**config.mk**
```make
export PLATFORM = sky130hd
export DESIGN_NAME = ym_dbg_write_flat
export DESIGN_NICKNAME = d
export VERILOG_FILES = /design/src/rtl/ym_dbg_pkg.sv /design/src/rtl/ym_dbg_write_if.sv /design/src/rtl/ym_dbg_deser_cnt.sv /design/src/rtl/ym_dbg_write.sv /design/src/flat_wrapper.sv
export SDC_FILE = /design/constraint.sdc
export NUM_CORES = 1
export LEC_CHECK = 0
export BUFFER_PORTS_ARGS = -buffer_cell sky130_fd_sc_hd__clkbuf_2
export CORE_MARGIN = 2
export CORE_UTILIZATION = 40
export DETAILED_ROUTE_END_ITERATION = 10
export HOLD_SLACK_MARGIN = 0.02
export MAX_ROUTING_LAYER = met4
export REMOVE_ABC_BUFFERS = 1
export SYNTH_ARGS = -nofsm -noshare
export SYNTH_HDL_FRONTEND = slang
export SYNTH_SLANG_ARGS = --single-unit
export TNS_END_PERCENT = 10
```
**constraint.sdc**
```tcl
create_clock -name MCLK -period 2.24 [get_ports MCLK]
set_input_delay 0.112 -clock MCLK [delete_from_list [all_inputs] [get_ports MCLK]]
set_output_delay 0.112 -clock MCLK [all_outputs]
set_load 0.01 [all_outputs]
```
**src/rtl/ym_dbg_pkg.sv**
```systemverilog
// rtl/ym_dbg_pkg.sv - shared state encoding and sizing helpers for the debug chain cells
package ym_dbg_pkg;

    localparam logic YM_DBG_IDLE  = 1'b0;
    localparam logic YM_DBG_SHIFT = 1'b1;

    typedef enum logic {
        ST_IDLE  = YM_DBG_IDLE,
        ST_SHIFT = YM_DBG_SHIFT
    } ym_dbg_state_t;

    // Counter must hold the value W itself, hence W+1 states.
    function automatic int ym_dbg_cnt_width(input int w);
        return $clog2(w + 1);
    endfunction

endpackage

```
**src/rtl/ym_dbg_write_if.sv**
```systemverilog
// rtl/ym_dbg_write_if.sv - serial capture / word handshake bundle for ym_dbg_write
interface ym_dbg_write_if #(
    parameter int DATA_WIDTH = 8
) ();
    logic                  c1;
    logic                  c2;
    logic                  start;
    logic                  ser_in;
    logic                  ack;
    logic [DATA_WIDTH-1:0] data_out;
    logic                  valid;
    logic                  overrun;
    logic                  busy;

    modport master (
        output c1, c2, start, ser_in, ack,
        input  data_out, valid, overrun, busy
    );

    modport slave (
        input  c1, c2, start, ser_in, ack,
        output data_out, valid, overrun, busy
    );
endinterface

```
**src/rtl/ym_dbg_deser_cnt.sv**
```systemverilog
// rtl/ym_dbg_deser_cnt.sv - frame bit counter with restart, increment and terminal count
module ym_dbg_deser_cnt
    import ym_dbg_pkg::*;
#(
    parameter int DATA_WIDTH = 8
) (
    input  logic MCLK,
    input  logic reset,
    input  logic restart,
    input  logic incr,
    output logic tc
);
    localparam int            CW   = ym_dbg_cnt_width(DATA_WIDTH);
    localparam logic [CW-1:0] ONE  = CW'(1);
    localparam logic [CW-1:0] TERM = CW'(DATA_WIDTH);

    logic [CW-1:0] cnt;
    logic [CW-1:0] cnt_step;

    // tc flags the commit that brings the count to W; the counter wraps to 0 there.
    always_comb begin
        cnt_step = restart ? ONE : (cnt + ONE);
        tc       = (restart || incr) && (cnt_step == TERM);
    end

    always_ff @(posedge MCLK or negedge reset) begin
        if (!reset) begin
            cnt <= '0;
        end else if (restart || incr) begin
            cnt <= (cnt_step == TERM) ? '0 : cnt_step;
        end
    end

endmodule

```
**src/rtl/ym_dbg_write.sv**
```systemverilog
// rtl/ym_dbg_write.sv - debug chain tail: frames LSB-first serial bits into words with valid/ack
module ym_dbg_write
    import ym_dbg_pkg::*;
#(
    parameter int DATA_WIDTH = 8
) (
    input  logic          MCLK,
    input  logic          reset,
    ym_dbg_write_if.slave bus
);
    ym_dbg_state_t         state;
    ym_dbg_state_t         state_next;
    logic                  stage_bit;
    logic                  stage_start;
    logic                  do_shift;
    logic                  restart;
    logic                  incr;
    logic                  tc;
    logic [DATA_WIDTH-1:0] shift_word;
    logic [DATA_WIDTH-1:0] data_q;
    logic                  valid_q;
    logic                  overrun_q;

    always_ff @(posedge MCLK or negedge reset) begin
        if (!reset) begin
            stage_bit   <= 1'b0;
            stage_start <= 1'b0;
        end else if (bus.c1) begin
            stage_bit   <= bus.ser_in;
            stage_start <= bus.start;
        end
    end

    // shift_word is the register contents after this commit; bit 0 of the
    // stored shreg would be shifted out next, so only the upper bits are kept.
    generate
        if (DATA_WIDTH == 1) begin : g_w1
            assign shift_word = stage_bit;
        end else begin : g_wn
            logic [DATA_WIDTH-1:1] shreg;
            assign shift_word = {stage_bit, shreg[DATA_WIDTH-1:1]};
            always_ff @(posedge MCLK or negedge reset) begin
                if (!reset) begin
                    shreg <= '0;
                end else if (do_shift) begin
                    shreg <= shift_word[DATA_WIDTH-1:1];
                end
            end
        end
    endgenerate

    ym_dbg_deser_cnt #(
        .DATA_WIDTH (DATA_WIDTH)
    ) u_cnt (
        .MCLK    (MCLK),
        .reset   (reset),
        .restart (restart),
        .incr    (incr),
        .tc      (tc)
    );

    always_ff @(posedge MCLK or negedge reset) begin
        if (!reset) begin
            state <= ST_IDLE;
        end else begin
            state <= state_next;
        end
    end

    always_comb begin
        state_next = state;
        do_shift   = 1'b0;
        restart    = 1'b0;
        incr       = 1'b0;
        if (bus.c2) begin
            if (stage_start) begin
                restart    = 1'b1;
                do_shift   = 1'b1;
                state_next = ST_SHIFT;
            end else if (state == ST_SHIFT) begin
                incr     = 1'b1;
                do_shift = 1'b1;
            end
            if (tc) begin
                state_next = ST_IDLE;
            end
        end
    end

    always_ff @(posedge MCLK or negedge reset) begin
        if (!reset) begin
            data_q    <= '0;
            valid_q   <= 1'b0;
            overrun_q <= 1'b0;
        end else if (tc) begin
            if (!valid_q || bus.ack) begin
                data_q  <= shift_word;
                valid_q <= 1'b1;
                if (valid_q) begin
                    overrun_q <= 1'b0;
                end
            end else begin
                overrun_q <= 1'b1;
            end
        end else if (bus.ack && valid_q) begin
            valid_q   <= 1'b0;
            overrun_q <= 1'b0;
        end
    end

    assign bus.data_out = data_q;
    assign bus.valid    = valid_q;
    assign bus.overrun  = overrun_q;
    assign bus.busy     = (state == ST_SHIFT);

endmodule

```
**src/flat_wrapper.sv**
```systemverilog
// flat-port wrapper written by rule: the top's interface ports become plain ports
module ym_dbg_write_flat import ym_dbg_pkg::*;
#(
    parameter int DATA_WIDTH = 8
)
  (MCLK, reset, bus_c1, bus_c2, bus_start, bus_ser_in, bus_ack, bus_data_out, bus_valid, bus_overrun, bus_busy);
  ym_dbg_write_if #(.DATA_WIDTH(DATA_WIDTH)) bus_i ();
  input  logic MCLK;
  input  logic reset;
  input wire logic [$bits(bus_i.c1)-1:0] bus_c1;
  input wire logic [$bits(bus_i.c2)-1:0] bus_c2;
  input wire logic [$bits(bus_i.start)-1:0] bus_start;
  input wire logic [$bits(bus_i.ser_in)-1:0] bus_ser_in;
  input wire logic [$bits(bus_i.ack)-1:0] bus_ack;
  output wire logic [$bits(bus_i.data_out)-1:0] bus_data_out;
  output wire logic [$bits(bus_i.valid)-1:0] bus_valid;
  output wire logic [$bits(bus_i.overrun)-1:0] bus_overrun;
  output wire logic [$bits(bus_i.busy)-1:0] bus_busy;
  assign bus_i.c1 = bus_c1;
  assign bus_i.c2 = bus_c2;
  assign bus_i.start = bus_start;
  assign bus_i.ser_in = bus_ser_in;
  assign bus_i.ack = bus_ack;
  assign bus_data_out = bus_i.data_out;
  assign bus_valid = bus_i.valid;
  assign bus_overrun = bus_i.overrun;
  assign bus_busy = bus_i.busy;
  ym_dbg_write #(.DATA_WIDTH(DATA_WIDTH)) u_core (.MCLK(MCLK), .reset(reset), .bus(bus_i));
endmodule
```
==> results of run 1 <==
## flip-flops by register name (all words and copies together), names as in the netlist
register,cells
u_core.bus.busy,1
u_core.bus.data_out,8
u_core.bus.overrun,1
u_core.bus.valid,1
u_core.g_wn.shreg,7
u_core.stage_bit,1
u_core.stage_start,1
u_core.u_cnt.cnt,4
## final timing paths
check,endpoint,slack [ns],depth (start not counted)
worst max-delay path,u_core.bus.data_out[5],0.17,6
worst min-delay path,u_core.stage_bit,0.06,2
worst max register to register,u_core.bus.data_out[5],0.17,6
worst min register to register,u_core.bus.data_out[6],0.51,1
max in group asynchronous,u_core.bus.valid,1.54,2
min in group asynchronous,u_core.u_cnt.cnt[2],0.31,2
## repair_timing
item | 4_1_cts | 5_1_grt
endpoints found under the hold margin | 27 | 0
hold buffers | 4 | 0
resized for setup | 0 | 0
setup endpoints to repair | 0 | 8
## metal layers
layer  wire length, um  global-route usage  up-vias
met1               721               0.152      313
met5                 0                   -        -
met3                80              0.0628        4
li1                  -                   -      309
met2               855               0.231       13
met4                33              0.0667        0
## through the flow
step | power [mW] | cell area [um^2] | cells
4_1_cts | 1.03 | 1220 | 125
3_5_place_dp | 0.798 | 1140 | 117
6_report | 1.01 | 1220 | 125
5_1_grt | 1.08 | 1220 | 125
2_1_floorplan | 0.724 | 1000 | 68
3_3_place_gp | 0.791 | 1140 | 117
## synthesized netlist by cell type (all sizes together)
master   instances
nand2b           1
a2111oi          1
mux2            17
xor2             1
xnor2            1
inv              2
nand4b           2
a41oi            1
mux2i            1
a22o             2
o21ai            3
nand3            4
or4b             1
a21oi            2
buf              1
nand2            2
dfrtp           24
nor3b            1
ha               1
and4             1
## area by class of cell
cell class,count,share of cell area
Inverter,2,0.00616
Clock buffer,4,0.0298
Sequential cell,24,0.493
Tap cell,30,0.0308
Multi-Input combinational cell,42,0.325
Timing Repair Buffer,23,0.115
## power by group through the flow
stage               combinational [mW]  sequential (mW)  clock, mW
floorplan                        0.140            0.584          0
global placement                 0.204            0.586          0
detailed placement               0.209            0.589          0
CTS                              0.215            0.581      0.237
global route                     0.231            0.589      0.256
finish                           0.211            0.578      0.225
## logic make-up after synthesis
group | count (synthesis) | share of synthesized area
DFF | 24 | 0.591
muxes | 18 | 0.198
and+or+nand+nor | 12 | 0.0813
AOI/OAI and AO/OA | 9 | 0.0813
buffers and inverters | 3 | 0.0185
xor gates and xnor gates | 2 | 0.0172
adders and majority gates | 1 | 0.0123
==> metrics.md, run 1 <==
| Metric | Value |
|---|---|
| Worst vdd ir | between 0.7 and 0.8 mV |
| Core Area | 2430 um^2 |
| Data arrival time of the critical path | approximately 2.3 ns |
| Delay-heaviest family, CP | flip-flops |
| Layout Nets | approximately 100 |
| Status | finished clean |
| DIE WIDTH | between 50 and 60 um |
| Setup Fix Bufs, Post-CTS | 0 |
| Post-synthesis sequential area ratio | 0.591 |
| HPWL after detailed placement | approximately 1200 um |
| Worst slew pin tran | approximately 0.58 ns |
| Multi-input gate area | between 300 and 400 um^2 |
| Layout cells sized above 1 | 0.442 |
| Total clock sinks | 24 |
| Commonest non-fill, non-tap cell in the layout | dfrtp_1 |
| Final setup viols | 0 |
| CP Buf/Inv Count | 1 |
| Row cnt | 18 |
| Vias per inst | 5.11 |
| Slowest CP cell | dfrtp_1 |
| Worst skew pair latency | between 0.3 and 0.4 ns |
| Register area | 601 um^2 |
| Flop pwr share | 0.570 |
| Io pins | 18 |
| Initial DRC count | 7 |
| Worst slack, placed | between 0.07 and 0.08 ns |
| Synth Register Bits | 24 |
| Fin crit share | 0.922 |
| Clk root buf | clkbuf_4 |
| Kind of critical path | reg -> reg |
| Critical path capture point type | register |
| Starting Density | 0.418 |
| Hold WS | 0.0639 ns |
| Clock transition at path regs | between 0.1 and 0.15 ns |
| Maximum clock path buffer count | 2 |
| Yosys cell types | 22 |
| Setup_tns | 0 ns |
| TritonCTS clock tree | built |
| Synth area leaders | dfrtp_1 (59%), mux2_2 (18%), a2111oi_4 (2.7%) |
| CTS H-Tree Depth | 1 |
| Final Hold Viols | 0 |
| Vias post-DR | about 640 |
| I/O Buffers | 17 |
| Cells after Synth | between 60 and 70 |
| Most frequent cells in the layout | dfrtp_1 (24), clkbuf_2 (17), mux2_2 (16) |
| WL/cell | between 10 and 15 um |
| Leading area contributor after synthesis | dfrtp_1 |
| Sw Pwr | 0.279 mW |
| Chip Height | 54.4 um |
| Die ar. | slightly below 3000 um^2 |
| Worst path required time | around 2.5 ns |
| Max-slew headroom | 0.613 |
| Number of max-cap violations | 0 |
| Startpoint type of the worst setup path | register |
| First-pass DRT Iterations | 2 |
| Filler cell count | 216 |
| Synth-to-Final Area Change | 20.0% |
| Final WS setup | between 0.15 and 0.2 ns |
| Initial antenna violation count | 0 |
| Syn Area/Cell | 14.7 um^2 |
| Largest net degree at the start of global routing | 25 |
| Tmin final | around 2.1 ns |
| F_max | just under 500 MHz |
| DRC viols | 0 |
| Crit Path Max Fanout | 8 |
| Vias in the first global route | about 620 |
| Number of antenna-violating nets in the routed design | 0 |
| Unrepaired setup endpoints after global routing | false |
| Final Max Tran Viols | 0 |
| Top-area cell type share of the netlist area | 0.591 |
| Hold_sp | bus_c1 |
| Switching Fraction | 0.275 |
| CP cell instances | ha_1 -> xor2_1 -> a2111oi_4 -> and4_1 -> buf_4 -> mux2_2 |
| Mapped Area | ~1000 um^2 |
| GRT Util Overall | 0.144 |
| Pwr per Cell Area | approximately 830 nW/um^2 |
| Core Util, Final | 0.501 |
| # diodes | 0 |
| Clk network pwr share | 0.222 |
| Largest stage delay, worst path | 0.44 ns |
| Gpl congestion | roughly 0.78 |
| Internal cell power | about 0.73 mW |
| Hold Crit Class | in -> reg |
| Crit path from | u_core.u_cnt.cnt[0] |
| Leakage | ~0.59 nW |
| First-pass GRT wire length | around 2800 um |
| R2r startpoint | u_core.u_cnt.cnt[0] |
| Global route overflow | 0 |
| Synth warn | 0 |
| Total clock buffers created by CTS | 3 |
| Comb power frac | 0.208 |
| Layout Skew | ~0.0076 ns |
| Final wirelength | approximately 1700 um |
Note: power is estimated with default switching activity, not from simulation.
==> run 2: changes to the inputs <==
Settings changed: ABC_AREA set to 1.
==> metrics.md, run 2 <==
| Metric | Value |
|---|---|
| Unrepaired setup endpoints after global routing | false |
| Clk root buf | clkbuf_4 |
| Startpoint type of the worst setup path | register |
| Status | finished clean |
| Final Max Tran Viols | 0 |
| Top-area cell type share of the netlist area | 0.585 |
| Leading area contributor after synthesis | dfrtp_1 |
| CTS H-Tree Depth | 1 |
| Gpl congestion | 0.785 |
| GRT Util Overall | 0.149 |
| Initial antenna violation count | 0 |
| Data arrival time of the critical path | 2.01 ns |
| Mapped Area | 1030 um^2 |
| Synth area leaders | dfrtp_1 (59%), nand2_1 (11%), mux2_2 (5.5%) |
| Critical path capture point type | register |
| Hold Crit Class | in -> reg |
| First-pass DRT Iterations | 4 |
| Simple-Gate Fraction of Synth Area | 0.234 |
| Ys async rst share | 1.00 |
| Pwr per Cell Area | roughly 1100 nW/um^2 |
| TritonCTS clock tree | built |
| Leakage | 0.637 nW |
| Cells after Synth | approximately 100 |
| Number of max-cap violations | 0 |
| Clock transition at path regs | between 0.1 and 0.15 ns |
| F_max | ~560 MHz |
| Kind of critical path | reg -> reg |
| Layout Nets | about 140 |
| Core Area | ~2500 um^2 |
| Setup_tns | 0 ns |
| DRC viols | 0 |
| WL/cell | about 12 um |
| Most used standard cell by instance count after synthesis | nand2_1 |
| Vias in the first global route | around 730 |
| Maximum clock path buffer count | 2 |
| Yosys cell types | 17 |
| Tmin final | between 1.5 and 2 ns |
| Final setup viols | 0 |
| Largest net degree at the start of global routing | 25 |
| Synth Register Bits | 24 |
| Most frequent cells in the layout | nand2_1 (31), dfrtp_1 (24), clkbuf_2 (17) |
| HPWL after detailed placement | 1310 um |
| Multiplexer share of the synthesized area | 0.0549 |
| Metal2 WL | 749 um |
| Vias per inst | 4.83 |
| I/O Buffers | 17 |
| Routed length on met1 | 937 um |
| Io pins | 18 |
| Main combinational cell family by area after synthesis | simple AND/OR/NAND/NOR gates |
| Chip Height | ~55 um |
| Compound-gate portion of the synthesized area | 0.0537 |
| Crit Path Max Fanout | 12 |
| Starting Density | 0.418 |
| Worst vdd ir | a little over 0.5 mV |
| EDFF count, synth | 0 |
| Global route overflow | 0 |
| Layout Skew | 0.00198 ns |
| Synth-to-Final Area Change | 19.4% |
| Synth cell count leaders | nand2_1 (31), dfrtp_1 (24), nand4_1 (8) |
| Met3 routed WL | 93 um |
| CP dominant cell by count | nand2_1 |
| Slowest CP cell | dfrtp_1 |
| Total clock sinks | 24 |
| Worst skew pair latency | 0.32 ns |
| Post-synthesis xor/xnor area fraction | 0.00854 |
| Final wirelength | ~1800 um |
| Worst slew pin tran | between 0.5 and 0.6 ns |
| Post-synthesis sequential area ratio | 0.585 |
| Die ar. | around 3000 um^2 |
| Syn Area/Cell | approximately 10 um^2 |
| Layout cells sized above 1 | 0.244 |
| Max FFs per register | 8 |
| Commonest non-fill, non-tap cell in the layout | nand2_1 |
| Adder-Cell Fraction of Synth Area | 0.0122 |
| Synth warn | 0 |
| Worst path required time | ~2.5 ns |
| Largest stage delay, worst path | between 0.4 and 0.5 ns |
| Final Hold Viols | 0 |
| Top routing layer in use | met4 |
| Setup Fix Bufs, Post-CTS | 0 |
| Filler cell count | approximately 240 |
| Initial DRC count | 9 |
| Total clock buffers created by CTS | 3 |
| Row cnt | 18 |
| # diodes | 0 |
| DIE WIDTH | around 55 um |
| Vias post-DR | 758 |
| CP cell instances | ha_1 -> nor2_1 -> nand2_1 -> nor2_2 -> nand3_2 -> nand2_1 -> nand2_1 |
| First-pass GRT wire length | 3040 um |
| Fin crit share | 0.797 |
| Pwr Total | roughly 1.4 mW |
| Number of antenna-violating nets in the routed design | 0 |
| Main synth FF type | dfrtp_1 |
| Max-slew headroom | 0.617 |
-- run 2: cell types whose count changed after synthesis, moves of 4 or more --
cell,previous run,this run
mux2_2,16,5
nand2_1,2,31
inv_1,2,7
a21oi_1,2,6
nand4_1,0,8
nor2_1,0,5
-- run 2: cell families (layout without fill, tap and decap cells) --
kind of cell / after synthesis / in the layout
DFF: 24 / 24
muxes: 5 / 5
xor gates and xnor gates: 1 / 1
AOI/OAI and AO/OA: 11 / 11
and+or+nand+nor: 52 / 52
buffers and inverters: 10 / 33
adders and majority gates: 1 / 1
-- run 2: area by class of cell --
class | count | area, um^2 | share of cell area
flip-flops and latches | 24 | 601 | 0.490
clock buffers | 3 | 22.5 | 0.0184
well taps | 30 | 37.5 | 0.0306
multi-input cells | 70 | 373 | 0.304
clock inverters | 1 | 30.0 | 0.0245
inverters | 7 | 26.3 | 0.0215
repair buffers | 22 | 135 | 0.110
-- run 2: path summary, 6_finish.rpt --
check	endpoint	depth (start not counted)	startpoint	slack, ns
max in group asynchronous	u_core.bus.data_out[7]	2	reset	1.56
worst max-delay path	u_core.bus.data_out[1]	7	u_core.u_cnt.cnt[0]	0.45
worst min register to register	u_core.bus.data_out[2]	2	u_core.bus.data_out[2]	0.49
worst min-delay path	u_core.stage_start	2	bus_c1	0.06
min in group asynchronous	u_core.u_cnt.cnt[0]	2	reset	0.30
worst max register to register	u_core.bus.data_out[1]	7	u_core.u_cnt.cnt[0]	0.45
-- run 2: metrics by stage --
stage / utilization / hold slack (ns) / instances / setup WS [ns] / instance area, um^2
2_1_floorplan: - / -0.184 / 101 / 0.666 / 1000
3_3_place_gp: 0.457 / 0.136 / 148 / 0.541 / 1120
3_5_place_dp: 0.457 / 0.144 / 148 / 0.491 / 1120
4_1_cts: 0.499 / 0.0509 / 157 / 0.443 / 1220
5_1_grt: 0.499 / 0.0768 / 157 / 0.302 / 1220
6_report: 0.499 / 0.0608 / 157 / 0.454 / 1220
-- run 2: layer usage --
metal	global-route usage	vias to the layer above
met5	-	-
met4	0.0958	0
met3	0.0246	4
met2	0.210	21
met1	0.197	345
li1	-	388
-- run 2: critical path, delay by kind of cell (launching register included) --
| kind | cells | cell delay [ns] |
|---|---|---|
| and+or+nand+nor | 6 | 0.96 |
| DFF | 1 | 0.42 |
| adders and majority gates | 1 | 0.31 |
-- run 2: what timing repair did --
item	4_1_cts	5_1_grt
endpoints found under the hold margin	27	0
gates resized for setup	0	0
hold buffers	5	0
endpoints found under the setup margin	0	0
-- run 2: where the power goes --
part | total, mW | internal [mW] | switching (mW)
Sequential | 0.681 | 0.582 | 0.0985
Combinational | 0.396 | 0.165 | 0.231
Clock | 0.317 | 0.181 | 0.135
